$ cat src/rtl/delete_loop_sched_if.sv
// Port bundle for delete_loop_sched: job request, loop-child handshake and status response.
// slave is the scheduler's view, master is the surrounding environment's view.
interface delete_loop_sched_if #(
  parameter int KEY_W = 32,
  parameter int CNT_W = 16
);
  logic             req_valid;
  logic             req_ready;
  logic [KEY_W-1:0] req_key;
  logic [CNT_W-1:0] req_len;

  logic             loop_ap_start;
  logic             loop_ap_ready;
  logic             loop_ap_done;
  logic             loop_iter_done;
  logic [KEY_W-1:0] loop_key;
  logic [CNT_W-1:0] loop_len;

  logic             rsp_valid;
  logic             rsp_ready;
  logic [KEY_W-1:0] rsp_key;
  logic [CNT_W-1:0] rsp_iters;
  logic [1:0]       rsp_err;

  logic             idle;

  modport slave (
    input  req_valid, req_key, req_len,
    input  loop_ap_ready, loop_ap_done, loop_iter_done,
    input  rsp_ready,
    output req_ready,
    output loop_ap_start, loop_key, loop_len,
    output rsp_valid, rsp_key, rsp_iters, rsp_err,
    output idle
  );

  modport master (
    output req_valid, req_key, req_len,
    output loop_ap_ready, loop_ap_done, loop_iter_done,
    output rsp_ready,
    input  req_ready,
    input  loop_ap_start, loop_key, loop_len,
    input  rsp_valid, rsp_key, rsp_iters, rsp_err,
    input  idle
  );
endinterface

$ cat src/rtl/delete_loop_sched.sv
// Launches the delete kernel's pipelined inner loop once per buffered job and
// reports iterations retired plus mismatch/timeout status per job.
//
// state   | meaning
// --------+-----------------------------------------------------------
// S_IDLE  | waiting for a job in the FIFO; pops head into loop args
// S_START | ap_start high until the child samples ap_ready
// S_RUN   | child running; count iterations and timeout until ap_done
// S_RESP  | status presented on rsp_*, held until rsp_ready
module delete_loop_sched #(
  parameter int KEY_W = 32,
  parameter int CNT_W = 16,
  parameter int DEPTH = 4,
  parameter int TMO_W = 12
) (
  input logic                 ap_clk,
  input logic                 ap_rst_n,
  delete_loop_sched_if.slave  bus
);
  localparam int AW = $clog2(DEPTH);

  typedef enum logic [1:0] {
    S_IDLE  = 2'd0,
    S_START = 2'd1,
    S_RUN   = 2'd2,
    S_RESP  = 2'd3
  } state_t;

  state_t           r_state;
  state_t           w_state_nxt;

  logic [KEY_W-1:0] r_fifo_key [DEPTH];
  logic [CNT_W-1:0] r_fifo_len [DEPTH];
  logic [AW:0]      r_wr_ptr;
  logic [AW:0]      r_rd_ptr;
  logic             r_alive;

  logic [KEY_W-1:0] r_loop_key;
  logic [CNT_W-1:0] r_loop_len;
  logic [CNT_W-1:0] r_iter_cnt;
  logic [TMO_W-1:0] r_tmo_cnt;

  logic             w_full;
  logic             w_empty;
  logic             w_push;
  logic             w_pop;
  logic             w_rsp_hs;
  logic             w_tmo_hit;
  logic             w_counting;
  logic [KEY_W-1:0] w_head_key;
  logic [CNT_W-1:0] w_head_len;

  // Extra pointer MSB distinguishes full from empty when the indices match.
  assign w_full     = (r_wr_ptr[AW] != r_rd_ptr[AW]) &&
                      (r_wr_ptr[AW-1:0] == r_rd_ptr[AW-1:0]);
  assign w_empty    = (r_wr_ptr == r_rd_ptr);
  assign w_push     = bus.req_valid && bus.req_ready;
  assign w_head_key = r_fifo_key[r_rd_ptr[AW-1:0]];
  assign w_head_len = r_fifo_len[r_rd_ptr[AW-1:0]];
  assign w_rsp_hs   = (r_state == S_RESP) && bus.rsp_ready;
  assign w_tmo_hit  = &r_tmo_cnt;
  assign w_counting = (r_state == S_START) || (r_state == S_RUN);

  always_ff @(posedge ap_clk) begin
    if (w_push) begin
      r_fifo_key[r_wr_ptr[AW-1:0]] <= bus.req_key;
      r_fifo_len[r_wr_ptr[AW-1:0]] <= bus.req_len;
    end
  end

  always_ff @(posedge ap_clk or negedge ap_rst_n) begin
    if (!ap_rst_n) begin
      r_state    <= S_IDLE;
      r_alive    <= 1'b0;
      r_wr_ptr   <= '0;
      r_rd_ptr   <= '0;
      r_loop_key <= '0;
      r_loop_len <= '0;
      r_iter_cnt <= '0;
      r_tmo_cnt  <= '0;
    end else begin
      r_state <= w_state_nxt;
      r_alive <= 1'b1;
      if (w_push) r_wr_ptr <= r_wr_ptr + {{AW{1'b0}}, 1'b1};
      if (w_pop) begin
        r_rd_ptr   <= r_rd_ptr + {{AW{1'b0}}, 1'b1};
        r_loop_key <= w_head_key;
        r_loop_len <= w_head_len;
      end
      if (w_rsp_hs) begin
        r_iter_cnt <= '0;
        r_tmo_cnt  <= '0;
      end else begin
        // Both counters saturate; the child is never aborted, only flagged.
        if (w_counting && bus.loop_iter_done && !(&r_iter_cnt))
          r_iter_cnt <= r_iter_cnt + {{(CNT_W-1){1'b0}}, 1'b1};
        if ((r_state == S_RUN) && !w_tmo_hit)
          r_tmo_cnt <= r_tmo_cnt + {{(TMO_W-1){1'b0}}, 1'b1};
      end
    end
  end

  always_comb begin
    w_state_nxt = r_state;
    w_pop       = 1'b0;
    case (r_state)
      S_IDLE: begin
        if (!w_empty) begin
          w_pop       = 1'b1;
          w_state_nxt = (w_head_len == '0) ? S_RESP : S_START;
        end
      end
      S_START: begin
        if (bus.loop_ap_ready)
          w_state_nxt = bus.loop_ap_done ? S_RESP : S_RUN;
      end
      S_RUN: begin
        if (bus.loop_ap_done) w_state_nxt = S_RESP;
      end
      S_RESP: begin
        if (bus.rsp_ready) w_state_nxt = S_IDLE;
      end
      default: w_state_nxt = S_IDLE;
    endcase
  end

  assign bus.req_ready     = r_alive && !w_full;
  assign bus.loop_ap_start = (r_state == S_START);
  assign bus.loop_key      = r_loop_key;
  assign bus.loop_len      = r_loop_len;
  assign bus.rsp_valid     = (r_state == S_RESP);
  assign bus.rsp_key       = r_loop_key;
  assign bus.rsp_iters     = r_iter_cnt;
  assign bus.rsp_err       = (r_state == S_RESP) ?
                             {w_tmo_hit, (r_iter_cnt != r_loop_len)} : 2'b00;
  assign bus.idle          = (r_state == S_IDLE) && w_empty;

endmodule

$ cat src/flat_wrapper.sv
// flat-port wrapper written by rule: the top's interface ports become plain ports
module delete_loop_sched_flat 
#(
  parameter int KEY_W = 32,
  parameter int CNT_W = 16,
  parameter int DEPTH = 4,
  parameter int TMO_W = 12
)
  (ap_clk, ap_rst_n, bus_req_valid, bus_req_key, bus_req_len, bus_loop_ap_ready, bus_loop_ap_done, bus_loop_iter_done, bus_rsp_ready, bus_req_ready, bus_loop_ap_start, bus_loop_key, bus_loop_len, bus_rsp_valid, bus_rsp_key, bus_rsp_iters, bus_rsp_err, bus_idle);
  delete_loop_sched_if #(.KEY_W(KEY_W), .CNT_W(CNT_W)) bus_i ();
  input logic ap_clk;
  input logic ap_rst_n;
  input wire logic [$bits(bus_i.req_valid)-1:0] bus_req_valid;
  input wire logic [$bits(bus_i.req_key)-1:0] bus_req_key;
  input wire logic [$bits(bus_i.req_len)-1:0] bus_req_len;
  input wire logic [$bits(bus_i.loop_ap_ready)-1:0] bus_loop_ap_ready;
  input wire logic [$bits(bus_i.loop_ap_done)-1:0] bus_loop_ap_done;
  input wire logic [$bits(bus_i.loop_iter_done)-1:0] bus_loop_iter_done;
  input wire logic [$bits(bus_i.rsp_ready)-1:0] bus_rsp_ready;
  output wire logic [$bits(bus_i.req_ready)-1:0] bus_req_ready;
  output wire logic [$bits(bus_i.loop_ap_start)-1:0] bus_loop_ap_start;
  output wire logic [$bits(bus_i.loop_key)-1:0] bus_loop_key;
  output wire logic [$bits(bus_i.loop_len)-1:0] bus_loop_len;
  output wire logic [$bits(bus_i.rsp_valid)-1:0] bus_rsp_valid;
  output wire logic [$bits(bus_i.rsp_key)-1:0] bus_rsp_key;
  output wire logic [$bits(bus_i.rsp_iters)-1:0] bus_rsp_iters;
  output wire logic [$bits(bus_i.rsp_err)-1:0] bus_rsp_err;
  output wire logic [$bits(bus_i.idle)-1:0] bus_idle;
  assign bus_i.req_valid = bus_req_valid;
  assign bus_i.req_key = bus_req_key;
  assign bus_i.req_len = bus_req_len;
  assign bus_i.loop_ap_ready = bus_loop_ap_ready;
  assign bus_i.loop_ap_done = bus_loop_ap_done;
  assign bus_i.loop_iter_done = bus_loop_iter_done;
  assign bus_i.rsp_ready = bus_rsp_ready;
  assign bus_req_ready = bus_i.req_ready;
  assign bus_loop_ap_start = bus_i.loop_ap_start;
  assign bus_loop_key = bus_i.loop_key;
  assign bus_loop_len = bus_i.loop_len;
  assign bus_rsp_valid = bus_i.rsp_valid;
  assign bus_rsp_key = bus_i.rsp_key;
  assign bus_rsp_iters = bus_i.rsp_iters;
  assign bus_rsp_err = bus_i.rsp_err;
  assign bus_idle = bus_i.idle;
  delete_loop_sched #(.KEY_W(KEY_W), .CNT_W(CNT_W), .DEPTH(DEPTH), .TMO_W(TMO_W)) u_core (.ap_clk(ap_clk), .ap_rst_n(ap_rst_n), .bus(bus_i));
endmodule
$ cat config.mk
export PLATFORM = sky130hd
export DESIGN_NAME = delete_loop_sched_flat
export DESIGN_NICKNAME = d
export VERILOG_FILES = /design/src/rtl/delete_loop_sched_if.sv /design/src/rtl/delete_loop_sched.sv /design/src/flat_wrapper.sv
export SDC_FILE = /design/constraint.sdc
export NUM_CORES = 1
export LEC_CHECK = 0
export CORE_ASPECT_RATIO = 0.5
export CORE_MARGIN = 4
export CORE_UTILIZATION = 40
export CTS_CLUSTER_DIAMETER = 80
export DETAILED_ROUTE_END_ITERATION = 10
export SETUP_SLACK_MARGIN = 0.02
export SKIP_LAST_GASP = 1
export SYNTH_ARGS = -nofsm -noshare
export SYNTH_HDL_FRONTEND = slang
export SYNTH_SLANG_ARGS = --single-unit
export TNS_END_PERCENT = 10
$ cat constraint.sdc
create_clock -name ap_clk -period 8 [get_ports ap_clk]
set_clock_uncertainty 0.15 [all_clocks]
set_input_delay 1.6 -clock ap_clk [delete_from_list [all_inputs] [get_ports ap_clk]]
set_output_delay 1.6 -clock ap_clk [all_outputs]
set_load 0.05 [all_outputs]
==> metrics.txt <==
# Post-CTS Setup Buffers=0; starting density of the core=between 40% and 50%; Rows=43; H-tree depth=1; Max Cap Viol=0; insertion delay to the later sink of the worst-skew pair=around 0.53 ns; PD cells=413 nW/um^2; Required @ worst endpoint=between 6 and 7 ns; sequential fraction of the synthesis area=70.4%; fin. max-slew vios=0; Synth Register Bits=277; CTS Buffer Depth=3; Total Die Area=~31000 um^2; Iter 0 DRT Violations=about 350; crit path max fanout=51; Worst R2R End=u_core.r_fifo_len[0][8]$_DFFE_PP_; placer's final routability congestion estimate=around 0.8; R2R setup slack=5.09 ns; VDD IR max=roughly 210 uV; number of port buffers=about 160; CP Launch Type=flop; RR Startpoint=u_core.r_rd_ptr[1]$_DFFE_PN0P_; number of global-route vias before repair=roughly 6100; post-DR wirelength/cell=~20 um; first-pass GRT wire length=around 36000 um; TritonCTS clock tree=done; Nets=slightly above 800; worst relative slew slack=between 20% and 30%; sequential share of power=a little over a third; Layout Utilization=50.1%; WL met3=~760 um; cell count after synthesis=623; CTS clk-pin slew, worst paths=0.06 ns; drt first pass iters=6; post-route clock period utilization=~58%; ant diodes=0; run status=completed; Via density=between 4 and 5; Final Hold Viols=0; WL final=~23000 um; clock share of power=a little over a fifth; Psw=between 2 and 2.5 mW; crit path launch=u_core.r_rd_ptr[1]$_DFFE_PN0P_; core footprint=~28000 um^2; wire length on met1=between 9000 and 10000 um; Final Total Pwr=roughly 5.7 mW; LEAKAGE=approximately 5.0 nW; Post-Synthesis Cell Area=11200 um^2; CP arrival=around 2.9 ns; Worst R2R Path Depth=5; setup violators final=0; Root Buffer=clkbuf_16; drt drc=0; top sig layer=met4; Worst Tran Pin Value=approximately 1.1 ns; Hold Buf Count CTS=0; Routed met2 length=around 12000 um; Tmin final=4.63 ns; initial antenna violation count=0; gr ovfl total=0; vias after detailed routing=5704; largest net degree at the start of global routing=52; Sink Count=~280; Pint=around 3.5 mW; post-CTS resize count=0; Fmax=roughly 0.22 GHz; CTS Buf Count=26; DP HPWL=13800 um; post-synthesis cell type count=46; number of synthesis warnings=0; Comb power frac=roughly two fifths; layout cells sized above 1=between 20% and 30%; Post-Syn Nets=between 600 and 700; I/O Pins=about 160; hold_ws=0.346 ns; most frequent cells in the layout=edfxtp_1 (192), clkdlybuf4s50_1 (155), dfrtp_1 (83); WS Path Type=flop to output port; Sw Ratio=between 30 and 40%; gr usage total=between 10% and 20%; end point of the critical path=bus_req_ready; setup TNS=0 ns; die span in x=approximately 240 um; Crit. End Element=output port; DIE HEIGHT=roughly 130 um; commonest non-fill, non-tap cell in the layout=edfxtp_1; Layout area overhead=23.5%; RSZ-0062 raised after global routing=false; Mean Syn Cell Area=18.0 um^2; Hold WC Path Type=flop to flop; antenna-violating nets left=0
==> worst max-delay path, cell delays in order (launching register included) <==
cell and delay [ns]:
dfrtp_2 0.34, buf_4 0.61, xnor2_1 0.17, a31oi_1 0.37
clkdlybuf4s50_1 0.88
==> routing by layer <==
metal / GRT usage [%] / up-vias
li1: - / 2620
met1: 18.7 / 2968
met2: 26.4 / 90
met3: 2.51 / 26
met4: 2.88 / 0
met5: 0 / -
==> state kept, by name, summed over array words and instances, names as in the netlist <==
signal,flops
u_core.r_alive,1
u_core.r_tmo_cnt,12
u_core.bus.loop_len,16
u_core.r_wr_ptr,3
u_core.bus.loop_key,32
u_core.r_fifo_key,128
u_core.r_fifo_len,64
u_core.r_state,2
u_core.bus.rsp_iters,16
u_core.r_rd_ptr,3
==> metrics by stage <==
| stage | setup slack, ns | std cells | instance area [um^2] |
|---|---|---|---|
| after detailed placement | 3.85 | 1113 | 13000 |
| after floorplan | 4.12 | 623 | 11200 |
| after CTS | 3.28 | 1161 | 13800 |
| after global routing | 3.17 | 1161 | 13800 |
| after global placement | 3.91 | 1113 | 13000 |
| final | 3.37 | 1161 | 13800 |
==> worst min path at each step <==
| stage | from | cells past startpoint | slack, ns | to |
|---|---|---|---|---|
| floorplan | u_core.r_wr_ptr[2]$_DFFE_PN0N_ | 1 | 0.31 | u_core.r_wr_ptr[2]$_DFFE_PN0N_ |
| global placement | u_core.r_wr_ptr[2]$_DFFE_PN0N_ | 1 | 0.33 | u_core.r_wr_ptr[2]$_DFFE_PN0N_ |
| detailed placement | u_core.r_wr_ptr[2]$_DFFE_PN0N_ | 1 | 0.34 | u_core.r_wr_ptr[2]$_DFFE_PN0N_ |
| CTS | u_core.r_wr_ptr[2]$_DFFE_PN0N_ | 1 | 0.35 | u_core.r_wr_ptr[2]$_DFFE_PN0N_ |
| global route | u_core.r_rd_ptr[2]$_DFFE_PN0P_ | 1 | 0.37 | u_core.r_rd_ptr[2]$_DFFE_PN0P_ |
| finish | u_core.r_wr_ptr[2]$_DFFE_PN0N_ | 1 | 0.35 | u_core.r_wr_ptr[2]$_DFFE_PN0N_ |
==> final cells by class <==
cell class / count / area [um^2]
flip-flops and latches: 277 / 7900
clock buffers: 35 / 714
clock inverters: 13 / 164
repair buffers: 164 / 1620
well taps: 382 / 478
multi-input cells: 280 / 2930
inverters: 10 / 37.5
fillers: 2316 / 13800
==> synth_stat cells (all sizes together) <==
| library cell | count | share of area [%] |
|---|---|---|
| dfrtp | 85 | 19 |
| nand3b | 1 | 0.067 |
| o2111ai | 3 | 0.29 |
| o21bai | 1 | 0.067 |
| edfxtp | 192 | 51 |
| nor3 | 2 | 0.089 |
| nand2 | 13 | 0.44 |
| xor2 | 41 | 3.2 |
| nand3 | 7 | 0.31 |
| mux2 | 50 | 5.0 |
| mux4 | 48 | 9.6 |
| and2 | 6 | 0.33 |
| xnor2 | 8 | 0.62 |
| clkbuf | 11 | 0.38 |
| nor2 | 33 | 1.1 |
| nor2b | 3 | 0.17 |
| o221a | 1 | 0.10 |
| a31oi | 2 | 0.11 |
| or4 | 2 | 0.17 |
| buf | 45 | 2.8 |
| nand2b | 1 | 0.056 |
| o211ai | 5 | 0.38 |
| a311oi | 1 | 0.078 |
| a41oi | 2 | 0.22 |
| nand4 | 9 | 0.56 |
| nor4 | 8 | 0.45 |
| conb | 1 | 0.033 |
| and3 | 8 | 0.45 |
| o21ai | 4 | 0.18 |
| a2111oi | 1 | 0.078 |
| inv | 10 | 0.33 |
| nand4b | 1 | 0.078 |
| ha | 12 | 1.3 |
| mux2i | 3 | 0.27 |
| and4 | 2 | 0.16 |
| a21oi | 1 | 0.045 |
==> power groups by stage <==
stage | sequential, mW | clock [mW] | combinational, mW
4_1_cts | 2.07 | 1.29 | 2.44
3_3_place_gp | 2.09 | 0 | 2.42
5_1_grt | 2.11 | 1.35 | 2.53
3_5_place_dp | 2.10 | 0 | 2.44
6_report | 2.06 | 1.26 | 2.40
2_1_floorplan | 2.48 | 0 | 1.38
==> cells by family (layout without fill, tap and decap cells) <==
logic type	count (synthesis)	after routing	synth area share [%]
adders and majority gates	12	12	1.34
DFF	277	277	70.4
xor gates and xnor gates	49	49	3.83
and+or+nand+nor	96	96	4.42
buffers and inverters	66	222	3.53
muxes	101	101	14.9
AOI/OAI and AO/OA	21	21	1.55
other	1	1	0.0334
Power figures use the tool's default switching activity.
